File: config.mk
export PLATFORM = sky130hd
export DESIGN_NAME = instr_encoder
export DESIGN_NICKNAME = d
export VERILOG_FILES = /design/src/rtl/rv_isa_pkg.sv /design/src/rtl/instr_fifo.sv /design/src/rtl/instr_encoder.sv
export SDC_FILE = /design/constraint.sdc
export NUM_CORES = 1
export LEC_CHECK = 0
export ABC_AREA = 1
export CAP_MARGIN = 30
export CORE_ASPECT_RATIO = 0.5
export CORE_MARGIN = 10
export CORE_UTILIZATION = 40
export CTS_CLUSTER_DIAMETER = 50
export DETAILED_ROUTE_END_ITERATION = 10
export PLACE_DENSITY_LB_ADDON = 0.08
export SYNTH_ARGS = -nofsm -noshare
export SYNTH_HDL_FRONTEND = slang
export SYNTH_SLANG_ARGS = --single-unit
File: constraint.sdc
create_clock -name clk -period 5.1 [get_ports clk]
set_input_delay 1.02 -clock clk [delete_from_list [all_inputs] [get_ports clk]]
set_output_delay 1.02 -clock clk [all_outputs]
set_load 0.02 [all_outputs]
File: src/rtl/rv_isa_pkg.sv
// RV32I encoding constants shared by the instruction encoder and its FIFO users.
// Holds opcodes, the request-kind enum, LW/SW funct3, the ALUSel op codes used
// by CONTROLLER, and the packed request payload.
package rv_isa_pkg;

  localparam int unsigned XLEN = 32;

  // Major opcodes (inst[6:0])
  localparam logic [6:0] OPC_OP     = 7'b0110011;
  localparam logic [6:0] OPC_OP_IMM = 7'b0010011;
  localparam logic [6:0] OPC_LOAD   = 7'b0000011;
  localparam logic [6:0] OPC_STORE  = 7'b0100011;

  // funct3 values the encoder cares about
  localparam logic [2:0] F3_ADD = 3'b000;
  localparam logic [2:0] F3_SLL = 3'b001;
  localparam logic [2:0] F3_SR  = 3'b101;
  localparam logic [2:0] F3_LW  = 3'b010;
  localparam logic [2:0] F3_SW  = 3'b010;

  // ALUSel = {funct7[5], funct3}, identical to CONTROLLER
  localparam logic [3:0] ALU_ADD  = 4'b0000;
  localparam logic [3:0] ALU_SUB  = 4'b1000;
  localparam logic [3:0] ALU_SLL  = 4'b0001;
  localparam logic [3:0] ALU_SLT  = 4'b0010;
  localparam logic [3:0] ALU_SLTU = 4'b0011;
  localparam logic [3:0] ALU_XOR  = 4'b0100;
  localparam logic [3:0] ALU_SRL  = 4'b0101;
  localparam logic [3:0] ALU_SRA  = 4'b1101;
  localparam logic [3:0] ALU_OR   = 4'b0110;
  localparam logic [3:0] ALU_AND  = 4'b0111;

  typedef enum logic [1:0] {
    KIND_R     = 2'b00,
    KIND_I     = 2'b01,
    KIND_LOAD  = 2'b10,
    KIND_STORE = 2'b11
  } kind_e;

  typedef struct packed {
    kind_e       kind;
    logic [3:0]  alu;
    logic [4:0]  rd;
    logic [4:0]  rs1;
    logic [4:0]  rs2;
    logic [11:0] imm;
  } instr_req_t;

endpackage

File: src/rtl/instr_fifo.sv
// Synchronous DEPTH x WIDTH FIFO with push, pop, flush and occupancy count.
// Ports: clk, rst_n (async active-low), push/pop/flush, wdata in, rdata (head,
// valid when !empty), count, full, empty. Push while full and pop while empty
// are ignored; flush wins over both.
module instr_fifo #(
  parameter int unsigned DEPTH = 4,
  parameter int unsigned WIDTH = 32
) (
  input  logic                       clk,
  input  logic                       rst_n,
  input  logic                       push,
  input  logic                       pop,
  input  logic                       flush,
  input  logic [WIDTH-1:0]           wdata,
  output logic [WIDTH-1:0]           rdata,
  output logic [$clog2(DEPTH+1)-1:0] count,
  output logic                       full,
  output logic                       empty
);

  localparam int unsigned PTR_W = $clog2(DEPTH);
  localparam int unsigned CNT_W = $clog2(DEPTH+1);

  logic [WIDTH-1:0] mem [DEPTH];
  logic [PTR_W-1:0] wptr;
  logic [PTR_W-1:0] rptr;
  logic             push_ok;
  logic             pop_ok;

  assign full    = (count == CNT_W'(DEPTH));
  assign empty   = (count == '0);
  // A pop in the same cycle does not free a slot for a push when full.
  assign push_ok = push && !full;
  assign pop_ok  = pop && !empty;
  assign rdata   = mem[rptr];

  // Pointers and occupancy; DEPTH is a power of two so pointers wrap naturally.
  always_ff @(posedge clk or negedge rst_n) begin
    if (!rst_n) begin
      wptr  <= '0;
      rptr  <= '0;
      count <= '0;
    end else if (flush) begin
      wptr  <= '0;
      rptr  <= '0;
      count <= '0;
    end else begin
      if (push_ok) wptr <= wptr + PTR_W'(1);
      if (pop_ok)  rptr <= rptr + PTR_W'(1);
      if (push_ok && !pop_ok)      count <= count + CNT_W'(1);
      else if (pop_ok && !push_ok) count <= count - CNT_W'(1);
    end
  end

  // Storage array, no reset needed: contents are only visible through count.
  always_ff @(posedge clk) begin
    if (push_ok && !flush) mem[wptr] <= wdata;
  end

endmodule

File: src/rtl/instr_encoder.sv
// Encodes structured instruction requests into RV32I words and streams them,
// in order, to the instruction-memory write port through a small FIFO.
// Ports: clk, rst_n; request side in_valid/in_ready + in_kind/in_alu/in_rd/
// in_rs1/in_rs2/in_imm; flush; memory side imem_we/imem_ready/imem_addr/
// imem_wdata; status count (FIFO occupancy) and sticky err_illegal.
module instr_encoder
  import rv_isa_pkg::*;
#(
  parameter int unsigned DEPTH     = 4,
  parameter int unsigned ADDR_W    = 10,
  parameter logic [31:0] BASE_ADDR = 32'h0
) (
  input  logic                       clk,
  input  logic                       rst_n,
  input  logic                       in_valid,
  output logic                       in_ready,
  input  logic [1:0]                 in_kind,
  input  logic [3:0]                 in_alu,
  input  logic [4:0]                 in_rd,
  input  logic [4:0]                 in_rs1,
  input  logic [4:0]                 in_rs2,
  input  logic [11:0]                in_imm,
  input  logic                       flush,
  output logic                       imem_we,
  input  logic                       imem_ready,
  output logic [31:0]                imem_addr,
  output logic [31:0]                imem_wdata,
  output logic [$clog2(DEPTH+1)-1:0] count,
  output logic                       err_illegal
);

  localparam logic [ADDR_W-1:0] BASE_IDX = BASE_ADDR[ADDR_W+1:2];

  // Build the machine word for one request.
  function automatic logic [XLEN-1:0] encode(input instr_req_t r);
    logic [11:0]     iimm;
    logic [XLEN-1:0] w;
    w    = '0;
    iimm = r.imm;
    case (r.kind)
      KIND_R:     w = {1'b0, r.alu[3], 5'b0, r.rs2, r.rs1, r.alu[2:0], r.rd, OPC_OP};
      KIND_I: begin
        // Shift immediates carry funct7 in the upper bits and a 5-bit shamt.
        if (r.alu[2:0] == F3_SLL || r.alu[2:0] == F3_SR)
          iimm = {1'b0, r.alu[3], 5'b0, r.imm[4:0]};
        w = {iimm, r.rs1, r.alu[2:0], r.rd, OPC_OP_IMM};
      end
      KIND_LOAD:  w = {r.imm, r.rs1, F3_LW, r.rd, OPC_LOAD};
      KIND_STORE: w = {r.imm[11:5], r.rs2, r.rs1, F3_SW, r.imm[4:0], OPC_STORE};
      default:    w = '0;
    endcase
    return w;
  endfunction

  // funct7[5] is only meaningful for sub/sra (R) and srai (I).
  function automatic logic is_legal(input instr_req_t r);
    logic ok;
    ok = 1'b1;
    case (r.kind)
      KIND_R:  ok = !(r.alu[3] && r.alu[2:0] != F3_ADD && r.alu[2:0] != F3_SR);
      KIND_I:  ok = !(r.alu[3] && r.alu[2:0] != F3_SR);
      default: ok = 1'b1;
    endcase
    return ok;
  endfunction

  instr_req_t        req;
  logic              accept;
  logic              legal;
  logic              push;
  logic              pop;
  logic [XLEN-1:0]   head;
  logic              fifo_full;
  logic              fifo_empty;
  logic [ADDR_W-1:0] widx;

  assign req      = '{kind: kind_e'(in_kind), alu: in_alu, rd: in_rd,
                      rs1: in_rs1, rs2: in_rs2, imm: in_imm};
  assign in_ready = !fifo_full;
  assign accept   = in_valid && in_ready;
  assign legal    = is_legal(req);
  assign push     = accept && legal;
  assign imem_we  = !fifo_empty;
  assign pop      = imem_we && imem_ready;

  assign imem_wdata = fifo_empty ? '0 : head;
  assign imem_addr  = 32'({widx, 2'b00});

  instr_fifo #(
    .DEPTH (DEPTH),
    .WIDTH (XLEN)
  ) u_fifo (
    .clk   (clk),
    .rst_n (rst_n),
    .push  (push),
    .pop   (pop),
    .flush (flush),
    .wdata (encode(req)),
    .rdata (head),
    .count (count),
    .full  (fifo_full),
    .empty (fifo_empty)
  );

  // Word-index address counter; wraps modulo 2^ADDR_W words.
  always_ff @(posedge clk or negedge rst_n) begin
    if (!rst_n)     widx <= BASE_IDX;
    else if (flush) widx <= BASE_IDX;
    else if (pop)   widx <= widx + ADDR_W'(1);
  end

  // Sticky illegal-request flag.
  always_ff @(posedge clk or negedge rst_n) begin
    if (!rst_n)                  err_illegal <= 1'b0;
    else if (flush)              err_illegal <= 1'b0;
    else if (accept && !legal)   err_illegal <= 1'b1;
  end

endmodule

; Yosys cells after proc, flatten, opt, wreduce, memory -nomap -nowiden
; Memory sizes are Yosys's and may differ from the RTL's.
; Index checks and enable logic that the tools add are counted.
[totals]
ram_bits = 128
input_bits = 38
romBits = 0
out_inout_bits = 70
ff_bits = 18
memories = 1
latch_bits = 0
word_cells = 64
[op_classes]
bitwise = 0
div_mod_pow = 0
shift = 0
n_eq_ne = 7
mux = 17
mul = 0
addsub = 5
n_reduce_logical = 29
magnitude_cmp = 0
[mem_list]
columns = memory, words, word_bits, rd, rd_clocked_by_memory_dff, wr, line_no
row1 = u_fifo.mem, 4, 32, 1, 0, 1, instr_fifo.sv:24  ; logic [WIDTH-1:0] mem [DEPTH];
[op_table]
columns = op, n
row1 = case mux 32 bit (4 select lines), 1
row2 = two-way mux 32 bit, 1
row3 = two-way mux 10 bit, 2
row4 = logical AND 1 bit, 12
row5 = two-way mux 12 bit, 1
row6 = adder 10 x 1 -> 10 bit (second input constant), 1
row7 = two-way mux 3 bit, 3
row8 = logical NOT 1 bit, 8
row9 = two-way mux 2 bit, 4
row10 = nonzero test 2 bit, 4
row11 = equality test 3 bit (second input constant), 2
row12 = nonzero test 3 bit, 2
row13 = adder 2 x 1 -> 2 bit (second input constant), 2
row14 = equality test 2 bit (second input constant), 2
row15 = two-way mux 1 bit, 4
row16 = adder 3 x 1 -> 3 bit (second input constant), 1
row17 = equality test 3 x 1 -> 1 bit (second input constant), 1
row18 = logical NOT 3 bit, 1
row19 = != test 3 bit (second input constant), 1
row20 = subtractor 3 x 1 -> 3 bit (second input constant), 1
row21 = equality test 2 x 1 -> 1 bit (second input constant), 1
row22 = logical NOT 2 bit, 1
row23 = case mux 1 bit (2 select lines), 1
row24 = logical OR 1 bit, 1

; Logic depth before layout (Yosys ltp)
; Gate-level depths: netlist of run 1.
[depth]
ltp_word = 12
ltp_mapped = 15

; Hierarchy
; Synthesis of run 1 repeated with hierarchy kept, for this count alone.
[unflattened]
cells_unflattened = 629
hier_area_um2 = 6636.4
[by_module_without_submodules]
columns = module, n_inst, seq_area_each_um2, cells_each, area_per_inst_um2
row1 = instr_fifo, 1, 4018.9, 378, 5241.3
row2 = instr_encoder, 1, 275.3, 251, 1395.1

; Worst setup path after synthesis of run 1
; OpenSTA, ideal clock, no wires.
[synth_timing]
kind = input to register
from = input port in_kind[1]
to = memory u_fifo.mem[0][10] (enable)
arrival_time_ns = 2.984
stages = 8
path_slack_ns = 1.705
path_buffers = 0
setup_time_ns = 0.411
cell_sequence = inv_1 > ha_1 > inv_1 > nor2_1 > nand2_1 > nand3_1 > nand3_1 > nor2_1
[synth_via]
elab_chain_len = 7
word_cells_on_any_way = 8
cone_classes = 1 x eq/ne / 3 x mux / 4 x reduce/logical
[synth_lines]
columns = element, line_no
row1 = from (decl), instr_encoder.sv:17  ; input logic [1:0] in_kind,
row2 = equality test 2 x 1 -> 1 bit / logical NOT 2 bit (equally long branches), instr_encoder.sv:59  ; case (r.kind)
row3 = case mux 1 bit (2 select lines) (*), instr_encoder.sv:59
row4 = logical AND 1 bit (*), instr_encoder.sv:82  ; assign push = accept && legal;
row5 = logical AND 1 bit (*), instr_fifo.sv:33  ; assign push_ok = push && !full;
row6 = logical AND 1 bit (*), instr_fifo.sv:57  ; if (push_ok && !flush) mem[wptr] <= wdata;
row7 = two-way mux 1 bit (*), instr_fifo.sv:57
row8 = two-way mux 1 bit (not written as such) (*), instr_fifo.sv:57
row9 = to (decl), instr_fifo.sv:24
; Mark *: on every way between the ends. The rest lies on a longest branch, timed or not.

; Final worst setup path of run 1
[layout_timing]
from = register u_fifo.rptr[0]
to = output port imem_wdata[13]
[layout_via]
elab_chain_len = 2
[layout_lines]
columns = element, line_no
row1 = from (decl), instr_fifo.sv:26  ; logic [PTR_W-1:0] rptr;
row2 = from (signal assigned), instr_fifo.sv:49  ; if (pop_ok) rptr <= rptr + PTR_W'(1);
row3 = memory read (4 x 32 bit), n/a
row4 = two-way mux 32 bit, instr_encoder.sv:86  ; assign imem_wdata = fifo_empty ? '0 : head;
row5 = to (decl), instr_encoder.sv:27  ; output logic [31:0] imem_wdata,
; No other way between the ends.

==> impl_summary.txt, run 1 <==
----------------------------------------------------
[Run status]
  Run status ... finished clean

[Drt]
  Vias/cell ... 4.750
  Count of unresolved DRC violations after routing ... 0
  Final wirelength ... 14120 microns
  Iteration-0 DRC Markers ... approximately 310
  Number of antenna-violating nets in the routed design ... 0
  Vias ... between 4000 and 5000
  Average detailed-routed wire length per instance ... between 15 and 20 microns
  Iteration count of the initial detailed-routing pass ... 4

[Logic synthesis]
  Cells taking the most area after synthesis ... sky130_fd_sc_hd__edfxtp_1, sky130_fd_sc_hd__nor2_1, sky130_fd_sc_hd__dfrtp_1
  Syn avg cell area ... between 10 and 15 sq um
  Primary FF master, synth ... sky130_fd_sc_hd__edfxtp_1
  Sequential-to-total area share from yosys stat ... roughly 64%
  Post-synthesis sequential element count ... 126
  Netlist area before placement ... 5766 sq um
  Number of standard cells after synthesis ... between 500 and 600
  Number of enable-type register cells in the synthesized netlist ... ~110
  Fraction of registers with async set/reset ... 14.29%
  Yosys Warn Count ... 0
  Cell with the most instances after synthesis ... sky130_fd_sc_hd__nor2_1
  Number of distinct library cell variants in the gate-level netlist after synthesis ... 34
  Commonest cells in the synthesized netlist ... sky130_fd_sc_hd__nor2_1, sky130_fd_sc_hd__edfxtp_1, sky130_fd_sc_hd__o21ai_0
  Area share of the largest cell type after synthesis ... 56.25%
  Cell type with the largest total area after synthesis ... sky130_fd_sc_hd__edfxtp_1

[Clock network]
  Worst-path clk slew ... ~60 ps
  Post-CTS Repair Setup Buffers ... 0
  Total number of H-tree levels ... 4
  Hold-fix buffers, CTS ... 0
  Maximum buffer depth of the clock tree ... 2
  Clk sinks ... ~130
  CTS tree ... done
  Root buffer cell ... sky130_fd_sc_hd__clkbuf_16
  Total clock buffers created by CTS ... 17
  Source-to-sink clock delay at the later pin of the worst-skew pair ... about 420 ps
  # resized after CTS ... 0

[Die]
  Boundary Pins ... 108
  Starting utilization of the core area ... roughly two fifths
  Area of the die ... around 20000 sq um
  Core area ... about 14000 sq um
  Die W ... 189.8 microns
  Number of placement rows ... 30
  Y dimension of the die ... ~100 microns

[Placed design]
  Placed cell area ... 6709 sq um
  RePlAce Congestion ... roughly 0.8
  Inst Count DP ... approximately 810
  Worst slack at placement ... ~1300 ps
  Sum of net half-perimeters after detailed placement ... approximately 9100 microns
  Number of buffers added on ports ... 82

[Critical path]
  Critical R2R Launch ... u_fifo.count[1]
  Class of the most critical setup path ... reg -> out
  Top delay family on crit path ... buffers and inverters
  Longest individual stage delay on the worst path ... approximately 550 ps
  Count of buffer and inverter cells on the critical path ... 3
  Required time of the critical path ... approximately 4000 ps
  R2r endpoint ... u_fifo.mem[2][7]
  Crit end category ... output port
  Sequence of cells on the critical path ... clkinv_1 > buf_4 > o21ai_0 > a21oi_1 > clkdlybuf4s50_1
  Worst-path cell with the longest stage delay ... sky130_fd_sc_hd__clkdlybuf4s50_1
  Maximum fanout count along the critical path ... 34
  CP Launch Type ... flop
  Worst Reg-to-Reg Cells ... 5
  Register-to-register setup slack ... just over 3000 ps
  Worst EP arrival ... ~2600 ps

[Power and ir drop]
  Reported leakage power ... approximately 2.8 nW
  PwrDens ... 511.7 nW/um^2
  Maximum vdd drop ... roughly 0.27 mV

[Flow run]
  Max-capacitance violation count ... 0

[Timing]
  Number of setup violations in the final report ... 0
  Total Negative Setup Slacks ... 0 ps
  Final count of hold timing violations ... 0
  Worst path setup slack after routing ... between 1000 and 1500 ps
  Least-Margin Pin Slew ... roughly 860 ps
  Maximum clock rate ... roughly 270 MHz
  Setup repair after global routing missed its margin ... false
  Max_slew headroom ... about 42%
  Clock Skew ... ~24 ps
  Tmin final ... about 3700 ps
  Number of pins with negative max-slew slack in the final report ... 0
  Period utilization ... between 70% and 80%

[GRT]
  First-pass GRT wire length ... 22290 microns
  Pin count of the biggest net entering global routing ... 56
  Initial antenna violation count ... 0
  GRT Overall Usage ... approximately 14%
  Via count of the first global-routing pass ... just over 4000
  Sum of overflow across all layers after global routing ... 0

[Min path]
  Worst Hold Path Cells ... 2
  Hold endpoint ... err_illegal
  Classification of the worst-slack hold path ... reg -> reg
  Hold path startpoint ... err_illegal

[Final layout]
  Final std cell area, no fill ... between 7000 and 8000 sq um
  Area added between synthesis and finish ... 26.48%
  Count of inserted antenna diode cells ... 0
  Share of post-route cells with drive strength above 1 ... 8.909%
  Number of cells in the finished layout apart from fillers ... roughly 840
  Final #Nets ... 686

----------------------------------------------------
-- power breakdown --
group	leakage, nW	switching [mW]	internal (mW)
Combinational	1.26	0.807	0.500
Sequential	1.23	0.0382	1.19
Clock	0.291	0.465	0.727
Total	2.78	1.31	2.42
-- flip-flops by register name (all words and copies together), names as in the netlist --
signal	count
u_fifo.rptr	2
widx	10
u_fifo.mem	108
u_fifo.count	3
err_illegal	1
u_fifo.wptr	2
-- tightest hold or removal path, cell delays in order (launching register included) --
cell and delay [ps]:
sky130_fd_sc_hd__dfrtp_1 380, sky130_fd_sc_hd__inv_1 50, sky130_fd_sc_hd__a21oi_1 60
-- layout make-up --
| class | count | area [sq um] |
|---|---|---|
| Clock buffer | 17 | 425.4 |
| Clock inverter | 15 | 157.7 |
| Fill cell | 1229 | 6521 |
| Inverter | 47 | 176.4 |
| Multi-Input combinational cell | 354 | 1702 |
| Sequential cell | 126 | 3695 |
| Tap cell | 192 | 240.2 |
| Timing Repair Buffer | 92 | 895.9 |
-- layer usage --
layer	GRT usage, %	share of wire (%)	vias to the layer above
li1	-	-	2003
met1	17.89	47	1902
met3	5.441	6.3	5
met4	3.097	0.33	0
met5	0	0	-
met2	22.92	47	94
-- per-stage QoR --
stage	hold slack, ps	power (mW)	utilization, %
final	522.5	3.732	52.79
after global routing	555.3	3.941	52.79
after CTS	525.3	3.787	52.79
after floorplan	515.7	2.024	-
after detailed placement	515.3	2.588	48.57
after global placement	506.8	2.585	48.57
-- logic make-up (layout without fill, tap and decap cells) --
family          count (synthesis)  in the layout  share of synthesized area (%)
compound gates                123            123                          11.07
xor+xnor                        2              2                         0.3039
other cells                     1             25                        0.06504
simple gates                  194            194                          14.04
fa+ha+maj                      10             10                          2.300
flops                         126            126                          64.06
buf+inv                        95            171                          8.160
-- placed cells by master (no fill, tap or decap), types with 3 or more instances in the layout --
master and instances:
sky130_fd_sc_hd__conb_1 25, sky130_fd_sc_hd__nor2_2 5, sky130_fd_sc_hd__dfrtp_1 17, sky130_fd_sc_hd__edfxtp_1 108, sky130_fd_sc_hd__nor2_1 126, sky130_fd_sc_hd__inv_1 42, sky130_fd_sc_hd__inv_6 7, sky130_fd_sc_hd__clkinv_2 3
sky130_fd_sc_hd__nand3_1 15, sky130_fd_sc_hd__o31ai_1 3, sky130_fd_sc_hd__o21ai_0 81, sky130_fd_sc_hd__clkbuf_16 17, sky130_fd_sc_hd__nand4_1 4, sky130_fd_sc_hd__inv_2 3, sky130_fd_sc_hd__a21oi_1 34, sky130_fd_sc_hd__clkdlybuf4s50_1 82
sky130_fd_sc_hd__ha_1 9, sky130_fd_sc_hd__clkinv_1 3, sky130_fd_sc_hd__buf_4 10, sky130_fd_sc_hd__nand2_1 33
-- worst max-delay path by stage --
stage	start	endpoint	cells after the start
after floorplan	in_kind[1]	u_fifo.mem[0][10]	8
after global placement	in_kind[1]	u_fifo.mem[3][17]	10
after detailed placement	in_kind[1]	u_fifo.mem[3][14]	10
after CTS	u_fifo.rptr[0]	imem_wdata[13]	5
after global routing	u_fifo.rptr[0]	imem_wdata[14]	5
final	u_fifo.rptr[0]	imem_wdata[13]	5
Power figures use the tool's default switching activity.
==> inputs of run 2 (changes only) <==
Clock period 5.1 ns to 3.5 ns, I/O delays scaled along.
==> run 2 against run 1 <==
- critical path depth unchanged
- total power rose by 47%
- wire length rose by 0.12%
- die area did not move
- flip-flop and latch count is the same
- critical path type unchanged
- largest cell class unchanged
==> impl_summary.txt, run 2 (same netlist as run 1, synthesis figures left out) <==
----------------------------------------------------
[Placed design]
  Sum of net half-perimeters after detailed placement ... 9634 microns
  Number of buffers added on ports ... around 80
  RePlAce Congestion ... between 0.7 and 0.8

[Critical path]
  Register-to-register setup slack ... approximately 1500 ps
  Worst Reg-to-Reg Cells ... 12
  Maximum fanout count along the critical path ... 34
  Worst EP arrival ... about 2500 ps
  Critical R2R Launch ... u_fifo.count[2]
  R2r endpoint ... u_fifo.count[2]
  Class of the most critical setup path ... reg -> out
  Required time of the critical path ... roughly 2800 ps
  Crit end category ... output port
  CP Launch Type ... flop

[Final layout]
  Most common library cell in the layout ignoring fill and taps ... sky130_fd_sc_hd__nor2_1
  Flip-flop count of the largest register after layout ... between 100 and 150
  Fill cells ... between 1000 and 1500
  Area of the multi-input gates ... between 1500 and 2000 sq um
  Top flop regs ... u_fifo.mem: 108 flops, widx: 10 flops, u_fifo.count: 3 flops
  Share of post-route cells with drive strength above 1 ... roughly 10%
  Commonest cells after routing, fill and taps aside ... sky130_fd_sc_hd__nor2_1, sky130_fd_sc_hd__edfxtp_1, sky130_fd_sc_hd__clkdlybuf4s50_1
  Area added between synthesis and finish ... 28.02%
  Final #Nets ... approximately 700
  Register area ... between 3000 and 4000 sq um
  Largest Register ... u_fifo.mem
  Count of inserted antenna diode cells ... 0
  Util after Layout ... between 50% and 60%

[Drt]
  Vias/cell ... about 4.8
  Iteration count of the initial detailed-routing pass ... 4
  Count of unresolved DRC violations after routing ... 0
  Iteration-0 DRC Markers ... 297
  Average detailed-routed wire length per instance ... about 17 microns
  Number of antenna-violating nets in the routed design ... 0
  Vias ... roughly 4000
  Final wirelength ... ~14000 microns

[Power and ir drop]
  Switching power share of the total ... a little over a third
  Internal power of the cells ... roughly 3.5 mW
  Net switching power figure ... about 2.0 mW
  Sequential cell fraction of total power ... between 30% and 40%
  Gate power share ... about a third
  PwrDens ... approximately 740 nW/um^2
  Clock network fraction of design power ... approximately a third
  Reported leakage power ... between 2 and 3 nW
  Maximum vdd drop ... around 0.29 mV

[GRT]
  GRT Overall Usage ... between 10% and 20%
  Pin count of the biggest net entering global routing ... 56
  Sum of overflow across all layers after global routing ... 0
  Initial antenna violation count ... 0
  First-pass GRT wire length ... roughly 22000 microns
  Via count of the first global-routing pass ... just over 4000

[Flow run]
  Max-capacitance violation count ... 0

[Die]
  Area of the die ... approximately 20000 sq um
  Number of placement rows ... 30
  Core area ... approximately 14000 sq um
  Y dimension of the die ... between 100 and 150 microns
  Starting utilization of the core area ... between 40% and 50%
  Boundary Pins ... around 110
  Die W ... around 190 microns

[Min path]
  Hold endpoint ... err_illegal
  Classification of the worst-slack hold path ... reg -> reg
  Worst Hold Path Cells ... 2
  Hold path startpoint ... err_illegal

[Timing]
  Number of setup violations in the final report ... 0
  Least-Margin Pin Slew ... 847.7 ps
  Period utilization ... 92.64%
  Max_slew headroom ... between 40% and 50%
  Number of pins with negative max-slew slack in the final report ... 0
  Final count of hold timing violations ... 0
  Maximum clock rate ... ~310 MHz
  Total Negative Setup Slacks ... 0 ps
  Tmin final ... approximately 3200 ps
  Setup repair after global routing missed its margin ... false
  Clock Skew ... between 9 and 10 ps

[Clock network]
  # resized after CTS ... 0
  Total number of H-tree levels ... 4
  Hold-fix buffers, CTS ... 0
  Post-CTS Repair Setup Buffers ... 0
  Maximum buffer depth of the clock tree ... 2
  Clk sinks ... 126
  Source-to-sink clock delay at the later pin of the worst-skew pair ... 420 ps
  Worst-path clk slew ... roughly 60 ps
  Root buffer cell ... sky130_fd_sc_hd__clkbuf_16
  CTS tree ... done
  Total clock buffers created by CTS ... 17

[Run status]
  Run status ... finished clean

----------------------------------------------------
run 2: cell count changes in the layout (fill, tap and decap cells not counted):
cell                         delta
sky130_fd_sc_hd__inv_6          -2
sky130_fd_sc_hd__clkinvlp_4     +1
sky130_fd_sc_hd__inv_8          +5
sky130_fd_sc_hd__clkinv_1       -1
sky130_fd_sc_hd__buf_12         +3
sky130_fd_sc_hd__clkinv_8       +1
sky130_fd_sc_hd__clkinv_2       -3
sky130_fd_sc_hd__buf_4          +2
sky130_fd_sc_hd__bufinv_16      -1
run 2: worst max-delay path by stage:
stage | slack, ps | depth (start not counted) | endpoint | start
2_1_floorplan | 430 | 8 | u_fifo.mem[0][10] | in_kind[1]
6_report | 260 | 5 | imem_wdata[5] | u_fifo.rptr[0]
4_1_cts | 170 | 5 | imem_wdata[5] | u_fifo.rptr[0]
3_3_place_gp | 190 | 15 | u_fifo.count[2] | in_kind[1]
5_1_grt | 40 | 5 | imem_wdata[13] | u_fifo.rptr[0]
3_5_place_dp | 80 | 15 | u_fifo.count[2] | in_kind[1]
run 2: cell type report:
cell class | count | area share, %
flip-flops and latches | 126 | 50.06
multi-input cells | 354 | 23.05
repair buffers | 97 | 13.15
clock buffers | 17 | 5.764
well taps | 192 | 3.255
inverters | 47 | 2.390
clock inverters | 15 | 2.322
run 2: power by group through the flow:
stage / Clock (mW) / Sequential (mW) / Combinational, mW
after CTS: 1.79 / 1.80 / 1.97
after detailed placement: 0 / 1.83 / 1.96
after global routing: 1.85 / 1.81 / 2.11
final: 1.76 / 1.80 / 1.92
after global placement: 0 / 1.83 / 1.95
after floorplan: 0 / 1.85 / 1.10
run 2: worst max-delay path, stage by stage (launching register included):
cell and delay (ps):
sky130_fd_sc_hd__dfrtp_2 360, sky130_fd_sc_hd__clkinv_1 490, sky130_fd_sc_hd__buf_12 390, sky130_fd_sc_hd__o21ai_0 200
sky130_fd_sc_hd__a21oi_1 120, sky130_fd_sc_hd__clkdlybuf4s50_1 570
run 2: routing by layer:
metal | wire [microns] | vias up | global-route usage [%]
met2 | 6605 | 119 | 22.01
met1 | 6464 | 1964 | 18.10
met5 | 0 | - | 0
li1 | - | 2017 | -
met3 | 974 | 9 | 4.778
met4 | 93 | 0 | 4.561
run 2: per-stage QoR:
stage | worst slack [ps] | instances | total power, mW | hold slack (ps) | area, sq um
2_1_floorplan | 425.4 | 575 | 2.949 | 404.4 | 5856
3_3_place_gp | 192.5 | 816 | 3.782 | 512.4 | 6784
3_5_place_dp | 80.32 | 816 | 3.786 | 511.6 | 6784
4_1_cts | 172.8 | 848 | 5.556 | 520.8 | 7381
5_1_grt | 41.91 | 848 | 5.767 | 543.7 | 7381
6_report | 257.4 | 848 | 5.482 | 516.8 | 7381
